[src/rtl/mem_arbiter_pkg.sv]
// Shared definitions for the two-master data-memory arbiter:
// FSM state encoding, default widths and burst-limit helpers.
package mem_arbiter_pkg;

  localparam int unsigned DEF_ADDR_W    = 32;
  localparam int unsigned DEF_DATA_W    = 32;
  localparam int unsigned DEF_MAX_BURST = 4;
  localparam int unsigned CNT_W         = 4;

  typedef enum logic [1:0] {
    IDLE = 2'd0,
    OWN0 = 2'd1,
    OWN1 = 2'd2
  } arb_state_e;

  // Saturation value for the 4-bit beat counter; a 16-beat limit cannot be
  // held in 4 bits, so the counter parks at 15 in that case.
  function automatic logic [CNT_W-1:0] cnt_limit(input int unsigned max_burst);
    if (max_burst > 15) begin
      return 4'd15;
    end
    return 4'(max_burst);
  endfunction

  // Counter value at which the current beat is beat number max_burst.
  function automatic logic [CNT_W-1:0] force_point(input int unsigned max_burst);
    return 4'(max_burst - 1);
  endfunction

endpackage

[src/rtl/mem_arbiter_if.sv]
// Bus bundle between the two requesting masters, the arbiter and the
// shared data memory. The arbiter uses the slave modport; whatever drives
// the requests and models the memory uses the master modport.
interface mem_arbiter_if
  import mem_arbiter_pkg::*;
#(
  parameter int unsigned ADDR_W = DEF_ADDR_W,
  parameter int unsigned DATA_W = DEF_DATA_W
);

  // master 0: CPU MEM stage
  logic              m0_req;
  logic              m0_we;
  logic [ADDR_W-1:0] m0_addr;
  logic [DATA_W-1:0] m0_wdata;
  logic              m0_gnt;
  logic              m0_rvalid;
  logic [DATA_W-1:0] m0_rdata;

  // master 1: external device
  logic              m1_req;
  logic              m1_we;
  logic [ADDR_W-1:0] m1_addr;
  logic [DATA_W-1:0] m1_wdata;
  logic              m1_gnt;
  logic              m1_rvalid;
  logic [DATA_W-1:0] m1_rdata;

  logic              cpu_stall;

  // shared memory side
  logic              mem_read;
  logic              mem_write;
  logic [ADDR_W-1:0] mem_addr;
  logic [DATA_W-1:0] mem_wdata;
  logic [DATA_W-1:0] mem_rdata;

  modport slave (
    input  m0_req, m0_we, m0_addr, m0_wdata,
    input  m1_req, m1_we, m1_addr, m1_wdata,
    input  mem_rdata,
    output m0_gnt, m0_rvalid, m0_rdata,
    output m1_gnt, m1_rvalid, m1_rdata,
    output cpu_stall,
    output mem_read, mem_write, mem_addr, mem_wdata
  );

  modport master (
    output m0_req, m0_we, m0_addr, m0_wdata,
    output m1_req, m1_we, m1_addr, m1_wdata,
    output mem_rdata,
    input  m0_gnt, m0_rvalid, m0_rdata,
    input  m1_gnt, m1_rvalid, m1_rdata,
    input  cpu_stall,
    input  mem_read, mem_write, mem_addr, mem_wdata
  );

endinterface

[src/rtl/mem_arbiter_arb_owner_mux.sv]
// Combinational master-to-memory steering. Only the master performing a
// beat this cycle reaches the memory; with no beat every memory-side
// output is driven to zero.
module arb_owner_mux
  import mem_arbiter_pkg::*;
#(
  parameter int unsigned ADDR_W = DEF_ADDR_W,
  parameter int unsigned DATA_W = DEF_DATA_W
) (
  input  logic              beat0,
  input  logic              beat1,
  input  logic              m0_we,
  input  logic [ADDR_W-1:0] m0_addr,
  input  logic [DATA_W-1:0] m0_wdata,
  input  logic              m1_we,
  input  logic [ADDR_W-1:0] m1_addr,
  input  logic [DATA_W-1:0] m1_wdata,
  output logic              mem_read,
  output logic              mem_write,
  output logic [ADDR_W-1:0] mem_addr,
  output logic [DATA_W-1:0] mem_wdata
);

  // Select the beating master's command, or an all-zero idle command.
  always_comb begin
    mem_read  = 1'b0;
    mem_write = 1'b0;
    mem_addr  = '0;
    mem_wdata = '0;
    if (beat0) begin
      mem_read  = ~m0_we;
      mem_write = m0_we;
      mem_addr  = m0_addr;
      mem_wdata = m0_wdata;
    end else if (beat1) begin
      mem_read  = ~m1_we;
      mem_write = m1_we;
      mem_addr  = m1_addr;
      mem_wdata = m1_wdata;
    end
  end

endmodule

[src/rtl/mem_arbiter.sv]
// Two-master arbiter for the shared data memory (CPU MEM stage = m0,
// external device = m1). Grants come straight from the registered owner
// state, so grant latency from an idle bus is one cycle. An owner keeps
// the bus while it requests, unless it has completed MAX_BURST beats and
// the other master is waiting, in which case ownership swaps with no idle
// cycle. Read data returns registered, with a one-cycle rvalid pulse.
//
// Build option: define ARB_ROUND_ROBIN_EN to resolve simultaneous idle
// requests in favour of the master not granted last; otherwise m0 always
// wins ties.
module mem_arbiter
  import mem_arbiter_pkg::*;
#(
  parameter int unsigned ADDR_W    = DEF_ADDR_W,
  parameter int unsigned DATA_W    = DEF_DATA_W,
  parameter int unsigned MAX_BURST = DEF_MAX_BURST
) (
  input  logic           clk,
  input  logic           reset,
  mem_arbiter_if.slave   bus
);

  localparam logic [CNT_W-1:0] CNT_MAX  = cnt_limit(MAX_BURST);
  localparam logic [CNT_W-1:0] FORCE_AT = force_point(MAX_BURST);

  arb_state_e        state_q, state_d;
  logic [CNT_W-1:0]  cnt_q, cnt_d;
  logic              m0_rvalid_q, m0_rvalid_d;
  logic              m1_rvalid_q, m1_rvalid_d;
  logic [DATA_W-1:0] m0_rdata_q, m0_rdata_d;
  logic [DATA_W-1:0] m1_rdata_q, m1_rdata_d;
`ifdef ARB_ROUND_ROBIN_EN
  logic              last_q, last_d;   // 1: m1 was granted most recently
`endif

  logic              gnt0, gnt1;
  logic              beat0, beat1;
  logic              tie_to_m1;
  logic              mem_read, mem_write;
  logic [ADDR_W-1:0] mem_addr;
  logic [DATA_W-1:0] mem_wdata;

  // Grants decode registered state; a beat is a granted, requesting cycle.
  always_comb begin
    gnt0  = (state_q == OWN0);
    gnt1  = (state_q == OWN1);
    beat0 = gnt0 & bus.m0_req;
    beat1 = gnt1 & bus.m1_req;
  end

  // Tie-break choice for simultaneous requests on an idle bus.
  always_comb begin
    tie_to_m1 = 1'b0;
`ifdef ARB_ROUND_ROBIN_EN
    tie_to_m1 = ~last_q;
`endif
  end

  // Ownership transitions: idle pick-up, voluntary release, forced release.
  always_comb begin
    state_d = state_q;
    case (state_q)
      IDLE: begin
        if (bus.m0_req && bus.m1_req) begin
          state_d = tie_to_m1 ? OWN1 : OWN0;
        end else if (bus.m0_req) begin
          state_d = OWN0;
        end else if (bus.m1_req) begin
          state_d = OWN1;
        end
      end
      OWN0: begin
        if (!bus.m0_req) begin
          state_d = bus.m1_req ? OWN1 : IDLE;
        end else if (bus.m1_req && (cnt_q >= FORCE_AT)) begin
          state_d = OWN1;
        end
      end
      OWN1: begin
        if (!bus.m1_req) begin
          state_d = bus.m0_req ? OWN0 : IDLE;
        end else if (bus.m0_req && (cnt_q >= FORCE_AT)) begin
          state_d = OWN0;
        end
      end
      default: state_d = IDLE;
    endcase
  end

  // Beat counter: clears on any ownership change, saturates otherwise.
  always_comb begin
    cnt_d = cnt_q;
    if (state_d != state_q) begin
      cnt_d = '0;
    end else if ((beat0 || beat1) && (cnt_q < CNT_MAX)) begin
      cnt_d = cnt_q + 4'd1;
    end
  end

`ifdef ARB_ROUND_ROBIN_EN
  // Remember which master entered an OWN state most recently.
  always_comb begin
    last_d = last_q;
    if (state_d == OWN0 && state_q != OWN0) begin
      last_d = 1'b0;
    end else if (state_d == OWN1 && state_q != OWN1) begin
      last_d = 1'b1;
    end
  end
`endif

  // Read return: capture memory data on a read beat, pulse rvalid next cycle.
  always_comb begin
    m0_rdata_d  = m0_rdata_q;
    m1_rdata_d  = m1_rdata_q;
    m0_rvalid_d = 1'b0;
    m1_rvalid_d = 1'b0;
    if (beat0 && !bus.m0_we) begin
      m0_rdata_d  = bus.mem_rdata;
      m0_rvalid_d = 1'b1;
    end
    if (beat1 && !bus.m1_we) begin
      m1_rdata_d  = bus.mem_rdata;
      m1_rvalid_d = 1'b1;
    end
  end

  // FSM and datapath registers; reset aborts any burst in flight.
  always_ff @(posedge clk) begin
    if (reset) begin
      state_q     <= IDLE;
      cnt_q       <= '0;
      m0_rvalid_q <= 1'b0;
      m1_rvalid_q <= 1'b0;
      m0_rdata_q  <= '0;
      m1_rdata_q  <= '0;
`ifdef ARB_ROUND_ROBIN_EN
      last_q      <= 1'b1;
`endif
    end else begin
      state_q     <= state_d;
      cnt_q       <= cnt_d;
      m0_rvalid_q <= m0_rvalid_d;
      m1_rvalid_q <= m1_rvalid_d;
      m0_rdata_q  <= m0_rdata_d;
      m1_rdata_q  <= m1_rdata_d;
`ifdef ARB_ROUND_ROBIN_EN
      last_q      <= last_d;
`endif
    end
  end

  arb_owner_mux #(
    .ADDR_W (ADDR_W),
    .DATA_W (DATA_W)
  ) u_owner_mux (
    .beat0     (beat0),
    .beat1     (beat1),
    .m0_we     (bus.m0_we),
    .m0_addr   (bus.m0_addr),
    .m0_wdata  (bus.m0_wdata),
    .m1_we     (bus.m1_we),
    .m1_addr   (bus.m1_addr),
    .m1_wdata  (bus.m1_wdata),
    .mem_read  (mem_read),
    .mem_write (mem_write),
    .mem_addr  (mem_addr),
    .mem_wdata (mem_wdata)
  );

  assign bus.m0_gnt    = gnt0;
  assign bus.m1_gnt    = gnt1;
  assign bus.m0_rvalid = m0_rvalid_q;
  assign bus.m1_rvalid = m1_rvalid_q;
  assign bus.m0_rdata  = m0_rdata_q;
  assign bus.m1_rdata  = m1_rdata_q;
  assign bus.cpu_stall = bus.m0_req & ~gnt0;
  assign bus.mem_read  = mem_read;
  assign bus.mem_write = mem_write;
  assign bus.mem_addr  = mem_addr;
  assign bus.mem_wdata = mem_wdata;

endmodule

[src/flat_wrapper.sv]
// flat-port wrapper written by rule: the top's interface ports become plain ports
module mem_arbiter_flat import mem_arbiter_pkg::*;
#(
  parameter int unsigned ADDR_W    = DEF_ADDR_W,
  parameter int unsigned DATA_W    = DEF_DATA_W,
  parameter int unsigned MAX_BURST = DEF_MAX_BURST
)
  (clk, reset, bus_m0_req, bus_m0_we, bus_m0_addr, bus_m0_wdata, bus_m1_req, bus_m1_we, bus_m1_addr, bus_m1_wdata, bus_mem_rdata, bus_m0_gnt, bus_m0_rvalid, bus_m0_rdata, bus_m1_gnt, bus_m1_rvalid, bus_m1_rdata, bus_cpu_stall, bus_mem_read, bus_mem_write, bus_mem_addr, bus_mem_wdata);
  mem_arbiter_if #(.ADDR_W(ADDR_W), .DATA_W(DATA_W)) bus_i ();
  input  logic clk;
  input  logic reset;
  input wire logic [$bits(bus_i.m0_req)-1:0] bus_m0_req;
  input wire logic [$bits(bus_i.m0_we)-1:0] bus_m0_we;
  input wire logic [$bits(bus_i.m0_addr)-1:0] bus_m0_addr;
  input wire logic [$bits(bus_i.m0_wdata)-1:0] bus_m0_wdata;
  input wire logic [$bits(bus_i.m1_req)-1:0] bus_m1_req;
  input wire logic [$bits(bus_i.m1_we)-1:0] bus_m1_we;
  input wire logic [$bits(bus_i.m1_addr)-1:0] bus_m1_addr;
  input wire logic [$bits(bus_i.m1_wdata)-1:0] bus_m1_wdata;
  input wire logic [$bits(bus_i.mem_rdata)-1:0] bus_mem_rdata;
  output wire logic [$bits(bus_i.m0_gnt)-1:0] bus_m0_gnt;
  output wire logic [$bits(bus_i.m0_rvalid)-1:0] bus_m0_rvalid;
  output wire logic [$bits(bus_i.m0_rdata)-1:0] bus_m0_rdata;
  output wire logic [$bits(bus_i.m1_gnt)-1:0] bus_m1_gnt;
  output wire logic [$bits(bus_i.m1_rvalid)-1:0] bus_m1_rvalid;
  output wire logic [$bits(bus_i.m1_rdata)-1:0] bus_m1_rdata;
  output wire logic [$bits(bus_i.cpu_stall)-1:0] bus_cpu_stall;
  output wire logic [$bits(bus_i.mem_read)-1:0] bus_mem_read;
  output wire logic [$bits(bus_i.mem_write)-1:0] bus_mem_write;
  output wire logic [$bits(bus_i.mem_addr)-1:0] bus_mem_addr;
  output wire logic [$bits(bus_i.mem_wdata)-1:0] bus_mem_wdata;
  assign bus_i.m0_req = bus_m0_req;
  assign bus_i.m0_we = bus_m0_we;
  assign bus_i.m0_addr = bus_m0_addr;
  assign bus_i.m0_wdata = bus_m0_wdata;
  assign bus_i.m1_req = bus_m1_req;
  assign bus_i.m1_we = bus_m1_we;
  assign bus_i.m1_addr = bus_m1_addr;
  assign bus_i.m1_wdata = bus_m1_wdata;
  assign bus_i.mem_rdata = bus_mem_rdata;
  assign bus_m0_gnt = bus_i.m0_gnt;
  assign bus_m0_rvalid = bus_i.m0_rvalid;
  assign bus_m0_rdata = bus_i.m0_rdata;
  assign bus_m1_gnt = bus_i.m1_gnt;
  assign bus_m1_rvalid = bus_i.m1_rvalid;
  assign bus_m1_rdata = bus_i.m1_rdata;
  assign bus_cpu_stall = bus_i.cpu_stall;
  assign bus_mem_read = bus_i.mem_read;
  assign bus_mem_write = bus_i.mem_write;
  assign bus_mem_addr = bus_i.mem_addr;
  assign bus_mem_wdata = bus_i.mem_wdata;
  mem_arbiter #(.ADDR_W(ADDR_W), .DATA_W(DATA_W), .MAX_BURST(MAX_BURST)) u_core (.clk(clk), .reset(reset), .bus(bus_i));
endmodule
[config.mk]
export PLATFORM = sky130hd
export DESIGN_NAME = mem_arbiter_flat
export DESIGN_NICKNAME = d
export VERILOG_FILES = /design/src/rtl/mem_arbiter_pkg.sv /design/src/rtl/mem_arbiter_if.sv /design/src/rtl/mem_arbiter_arb_owner_mux.sv /design/src/rtl/mem_arbiter.sv /design/src/flat_wrapper.sv
export SDC_FILE = /design/constraint.sdc
export NUM_CORES = 1
export LEC_CHECK = 0
export ABC_AREA = 1
export BUFFER_PORTS_ARGS = -buffer_cell sky130_fd_sc_hd__buf_4
export CORE_AREA = 2 2 118 120
export CTS_CLUSTER_DIAMETER = 100
export DETAILED_ROUTE_END_ITERATION = 10
export DIE_AREA = 0 0 120 122
export GPL_TIMING_DRIVEN = 0
export PLACE_DENSITY = 0.65
export SLEW_MARGIN = 30
export SYNTH_ARGS = -nofsm -noshare
export SYNTH_HDL_FRONTEND = slang
export SYNTH_SLANG_ARGS = --single-unit
[constraint.sdc]
create_clock -name clk -period 2.34 [get_ports clk]
set_input_delay 0.234 -clock clk [delete_from_list [all_inputs] [get_ports clk]]
set_output_delay 0.234 -clock clk [all_outputs]
set_load 0.02 [all_outputs]
==> out/metrics.cfg, run 1 <==
[floorplan]
core_um2=13500
start_util=0.247
die_area_um2=14600
rows=43
ios=301
fp.dieW_um=120
die_h_um=122

[yosys]
synth_edf_count=0
ys_warn_count=0
synth-seq-cells=72
synth_ff_type=dfxtp_1
yosysTopAreaCell=dfxtp_1
synth_top_cells_by_count=145 x nand2_1, 72 x dfxtp_1, 66 x a21oi_1
ys_top_cells_by_area=dfxtp_1 43%, a22o_1 17%, nand2_1 16%
syn-mean-instance-area_um2=7.84
synth.top_cell.area_share=0.432
synth.most_common_cell=nand2_1
syn-cell-area_um2=3330
synth_cell_types=23
synthArstFlopShare=0
ys_seq_area_frac=0.432
syn_nets=592
synthCells=425

[routing]
drc=0
routed_wl_um=16900
drt-pass1-iter-count=4
vias_per_cell=4.63
vias=4260
ant_nets=0
drt_iter0_drc=283
avgRoutedWirePerCell_um=18.3

[cts]
cts-root-buf=clkbuf_16
ctsHoldBuffers=0
cts.htree.levels=3
cts_resized=0
cts_tree=yes
postCtsSetupBuffers=0
cts.sinks=72
numCtsBuffers=9
clockBufferDepth=2
clock_latency_ps=330
clkTransAtPathRegs_ps=60

[worst_setup_path]
crit_type=flop to output port
crit_path_end=bus_mem_addr[0]
cp_num_cells=8
cp_max_fo=10
r2r-end=u_core.bus.m1_rdata[11]
path_cells=inv_2 -> nor2_4 -> nand2_2 -> inv_2 -> buf_4 -> buf_2 -> a22o_1 -> buf_4
r2r_cells=7
slowest_delay_ps=360
rr_startpoint=u_core.state_q[0]
startpoint_type=flop
arrival_ps=1840
end_kind=output port
crit_slowest_cell=dfxtp_1
reg2reg_slack_ps=880
crit_family=buffers and inverters
critPathRequiredTime_ps=2110
path_buf_inv=5
setup.worst_path.start=u_core.state_q[0]

[run]
maxCapViolations=0

[finish]
seqCellArea_um2=1440
drive_gt1_frac=0.470
layout.nets=902
multi_input_area_um2=1610
nFillCells=1374
syn_to_final_growth_pct=83.4
final_area_um2=6110

[sta]
finalSetupViolCount=0
layout_min_cycle_time_ps=2080
relSlewSlack=0.673
worst_slack_ps=262
worstMarginPinSlew_ps=491
fmax_mhz=481
drv_slew=0
tns_ps=0
fin_skew_ps=6.37
rsz0062_at_grt=no
period_share=0.888
hold_violations=0

[min_path]
min_path_type=input pin to flop
min-delay-start=bus_mem_rdata[20]

[place]
placed_area_um2=5800
dp_hpwl_um=13800
io_buffers=299
place.gp.congestion=0.932
place_ws_ps=621

[grt]
grt_overflow=0
grt_pass1_wl_um=23300
antenna_found_initial=1
gr-usage-all-layers=0.214
grt_max_degree=14
grt_pass1_vias=3984

[pwr]
powerDensity_nw_per_um2=540
peakVddDrop_v=0.000361
p_leak_nw=2.91

[status]
status=finished, final reports clean

-- per-stage QoR --
step	util	cells	hold slack, ps	total power, mW
floorplan	-	425	377	1.53
global placement	0.430	904	443	1.94
detailed placement	0.430	904	449	1.94
CTS	0.452	920	151	3.34
global route	0.452	920	148	3.44
finish	0.453	921	168	3.30
-- worst register-to-register path, stage by stage (launching register included) --
cell and delay, ps:
dfxtp_1 360, inv_2 80, nand2_2 110, nor2_4 60, nand2_4 120, clkbuf_1 410
nand2_1 90, a21oi_1 160
-- cells by family after synthesis --
family	Yosys count	synth area share
fa+ha+maj	1	0.00375
flops	72	0.432
buf+inv	48	0.0837
simple gates	167	0.200
xor+xnor	1	0.00263
compound gates	136	0.277
-- state kept, by name (all words and copies together), names as in the netlist --
register and cells:
u_core.bus.m1_rvalid 1, u_core.bus.m1_rdata 32, u_core.state_q 2, u_core.cnt_q 4
u_core.bus.m0_rvalid 1, u_core.bus.m0_rdata 32
-- metal layers --
layer / vias to the layer above / routed length, um / global-route usage
li1: 2076 / - / -
met2: 211 / 8130 / 0.366
met3: 24 / 1580 / 0.0787
met4: 0 / 573 / 0.0919
met5: - / 0 / 0
met1: 1949 / 6590 / 0.238
-- worst min path at each step --
stage,end,slack [ps],depth (start not counted)
5_1_grt,u_core.bus.m1_rdata[30],150,3
3_3_place_gp,u_core.cnt_q[3],440,2
3_5_place_dp,u_core.cnt_q[3],450,2
4_1_cts,u_core.bus.m1_rdata[30],150,3
2_1_floorplan,u_core.bus.m1_rdata[2],380,2
6_report,u_core.bus.m1_rdata[20],170,3
-- placed cells by master, fill, tap and decap left out, types with 2 or more instances in the layout --
| master | n |
|---|---|
| nand2_1 | 145 |
| o21ai_0 | 3 |
| buf_2 | 9 |
| buf_6 | 9 |
| clkinv_2 | 2 |
| inv_1 | 10 |
| nor2_4 | 3 |
| nand3_1 | 2 |
| inv_2 | 3 |
| a21oi_1 | 66 |
| dfxtp_1 | 72 |
| clkinvlp_4 | 2 |
| clkbuf_1 | 11 |
| nor2_1 | 13 |
| nand2_2 | 2 |
| clkbuf_16 | 9 |
| buf_4 | 304 |
| a22o_1 | 64 |
-- layout make-up --
class / count / area share
antenna: 1 / 0.000409
timing repair buffer: 299 / 0.367
clock buffer: 10 / 0.0391
tap: 180 / 0.0368
sequential: 72 / 0.236
inverter: 14 / 0.00880
clock inverter: 6 / 0.0111
multi-input combinational: 305 / 0.264
buffer: 34 / 0.0368
-- power breakdown --
group	switching, mW	internal (mW)
clock network	0.529	0.857
registers	0.0127	1.25
logic	0.320	0.334
Power figures use the tool's default switching activity.
==> run 2, diff against run 1 <==
RECOVER_POWER = 50   (was not set)
==> out/metrics.cfg, run 2 (synthesis gave the netlist of run 1 again) <==
[cts]
clockBufferDepth=2
clock_latency_ps=330
cts.sinks=72
postCtsSetupBuffers=0
cts_tree=yes
cts-root-buf=clkbuf_16
clkTransAtPathRegs_ps=60
ctsHoldBuffers=0
numCtsBuffers=9
cts_resized=0
cts.htree.levels=3

[sta]
fin_skew_ps=6.40
layout_min_cycle_time_ps=2100
period_share=0.897
whs_ps=167
finalSetupViolCount=0
relSlewSlack=0.665
worstMarginPinSlew_ps=502
fmax_mhz=477
tns_ps=0
hold_violations=0
rsz0062_at_grt=no
drv_slew=0

[floorplan]
start_util=0.247
core_um2=13500
die_area_um2=14600
fp.dieW_um=120
rows=43
die_h_um=122
ios=301

[worst_setup_path]
crit_path_end=bus_mem_read
setup.worst_path.start=u_core.state_q[1]
r2r_cells=7
startpoint_type=flop
crit_type=flop to output port
reg2reg_slack_ps=550
arrival_ps=1860
critPathRequiredTime_ps=2110
cp_max_fo=10
rr_startpoint=u_core.state_q[1]
end_kind=output port
r2r-end=u_core.bus.m1_rdata[31]

[grt]
grt_overflow=0
antenna_found_initial=1
grt_max_degree=14
gr-usage-all-layers=0.214
grt_pass1_wl_um=23300
grt_pass1_vias=3984

[routing]
routed_wl_um=16800
drc=0
ant_nets=0
avgRoutedWirePerCell_um=18.2
drt_iter0_drc=291
vias=4238
drt-pass1-iter-count=4
vias_per_cell=4.60

[min_path]
min_path_type=input pin to flop

[finish]
layout.nets=902
drive_gt1_frac=0.369
layout_commonest_cell=buf_4
nFillCells=1441
final_cell_mix=235 x buf_4, 146 x nand2_1, 84 x clkbuf_1, 72 x dfxtp_1, 66 x a21oi_1
syn_to_final_growth_pct=75.0

[run]
maxCapViolations=0

[pwr]
p_leak_nw=2.60
peakVddDrop_v=0.000363
powerDensity_nw_per_um2=562

[status]
status=finished, final reports clean

[place]
io_buffers=299
place.gp.congestion=0.932
dp_hpwl_um=13800

run 2: cell types whose count changed in the layout (fill, tap and decap cells not counted):
| cell | change |
|---|---|
| buf_6 | -2 |
| clkinv_2 | -1 |
| nand2_1 | +1 |
| nand2_2 | -1 |
| clkbuf_1 | +73 |
| inv_1 | +1 |
| buf_4 | -69 |
| buf_2 | -2 |
| clkinvlp_2 | +1 |
| inv_2 | -1 |
run 2: final cells by class:
| cell class | instances | area [um^2] | area share |
|---|---|---|---|
| Sequential cell | 72 | 1440 | 0.247 |
| Antenna cell | 1 | 2.50 | 0.000429 |
| Clock buffer | 10 | 239 | 0.0410 |
| Tap cell | 180 | 225 | 0.0386 |
| Buffer | 34 | 204 | 0.0350 |
| Timing Repair Buffer | 299 | 1990 | 0.341 |
| Inverter | 14 | 53.8 | 0.00922 |
| Multi-Input combinational cell | 305 | 1610 | 0.276 |
| Clock inverter | 6 | 67.6 | 0.0116 |
run 2: worst max-delay path, stage by stage (launching register included):
cell      delay [ps]
dfxtp_1          430
nor2_4            70
nand2_2          110
nor2_4            70
inv_1            160
clkbuf_1         410
nand2_1          100
buf_4            180
run 2: metrics by stage:
| step | setup WS (ps) | area [um^2] | power [mW] | util | instances |
|---|---|---|---|---|---|
| CTS | 246 | 6110 | 3.34 | 0.452 | 920 |
| floorplan | 775 | 3330 | 1.53 | - | 425 |
| finish | 241 | 5830 | 3.28 | 0.432 | 921 |
| global route | 100 | 5830 | 3.42 | 0.432 | 920 |
| global placement | 600 | 5800 | 1.94 | 0.430 | 904 |
| detailed placement | 621 | 5800 | 1.94 | 0.430 | 904 |
run 2: where the power goes:
part / internal [mW] / switching (mW)
Combinational: 0.315 / 0.319
Clock: 0.857 / 0.529
Sequential: 1.25 / 0.0120
Total: 2.42 / 0.860
run 2: how the worst min path moves through the flow:
| stage | from | end | slack (ps) | cells after the start |
|---|---|---|---|---|
| after floorplan | bus_mem_rdata[2] | u_core.bus.m1_rdata[2] | 380 | 2 |
| after global placement | u_core.cnt_q[3] | u_core.cnt_q[3] | 440 | 2 |
| after detailed placement | u_core.cnt_q[3] | u_core.cnt_q[3] | 450 | 2 |
| after CTS | bus_mem_rdata[30] | u_core.bus.m1_rdata[30] | 150 | 3 |
| after global routing | bus_mem_rdata[30] | u_core.bus.m1_rdata[30] | 150 | 3 |
| final | bus_mem_rdata[20] | u_core.bus.m1_rdata[20] | 170 | 3 |
run 2: metal layers:
layer  up-vias  GRT usage  wire (um)
met5         -          0          0
met2       205      0.366       8070
met3        24     0.0787       1640
li1       2074          -          -
met1      1935      0.238       6520
met4         0     0.0919        575
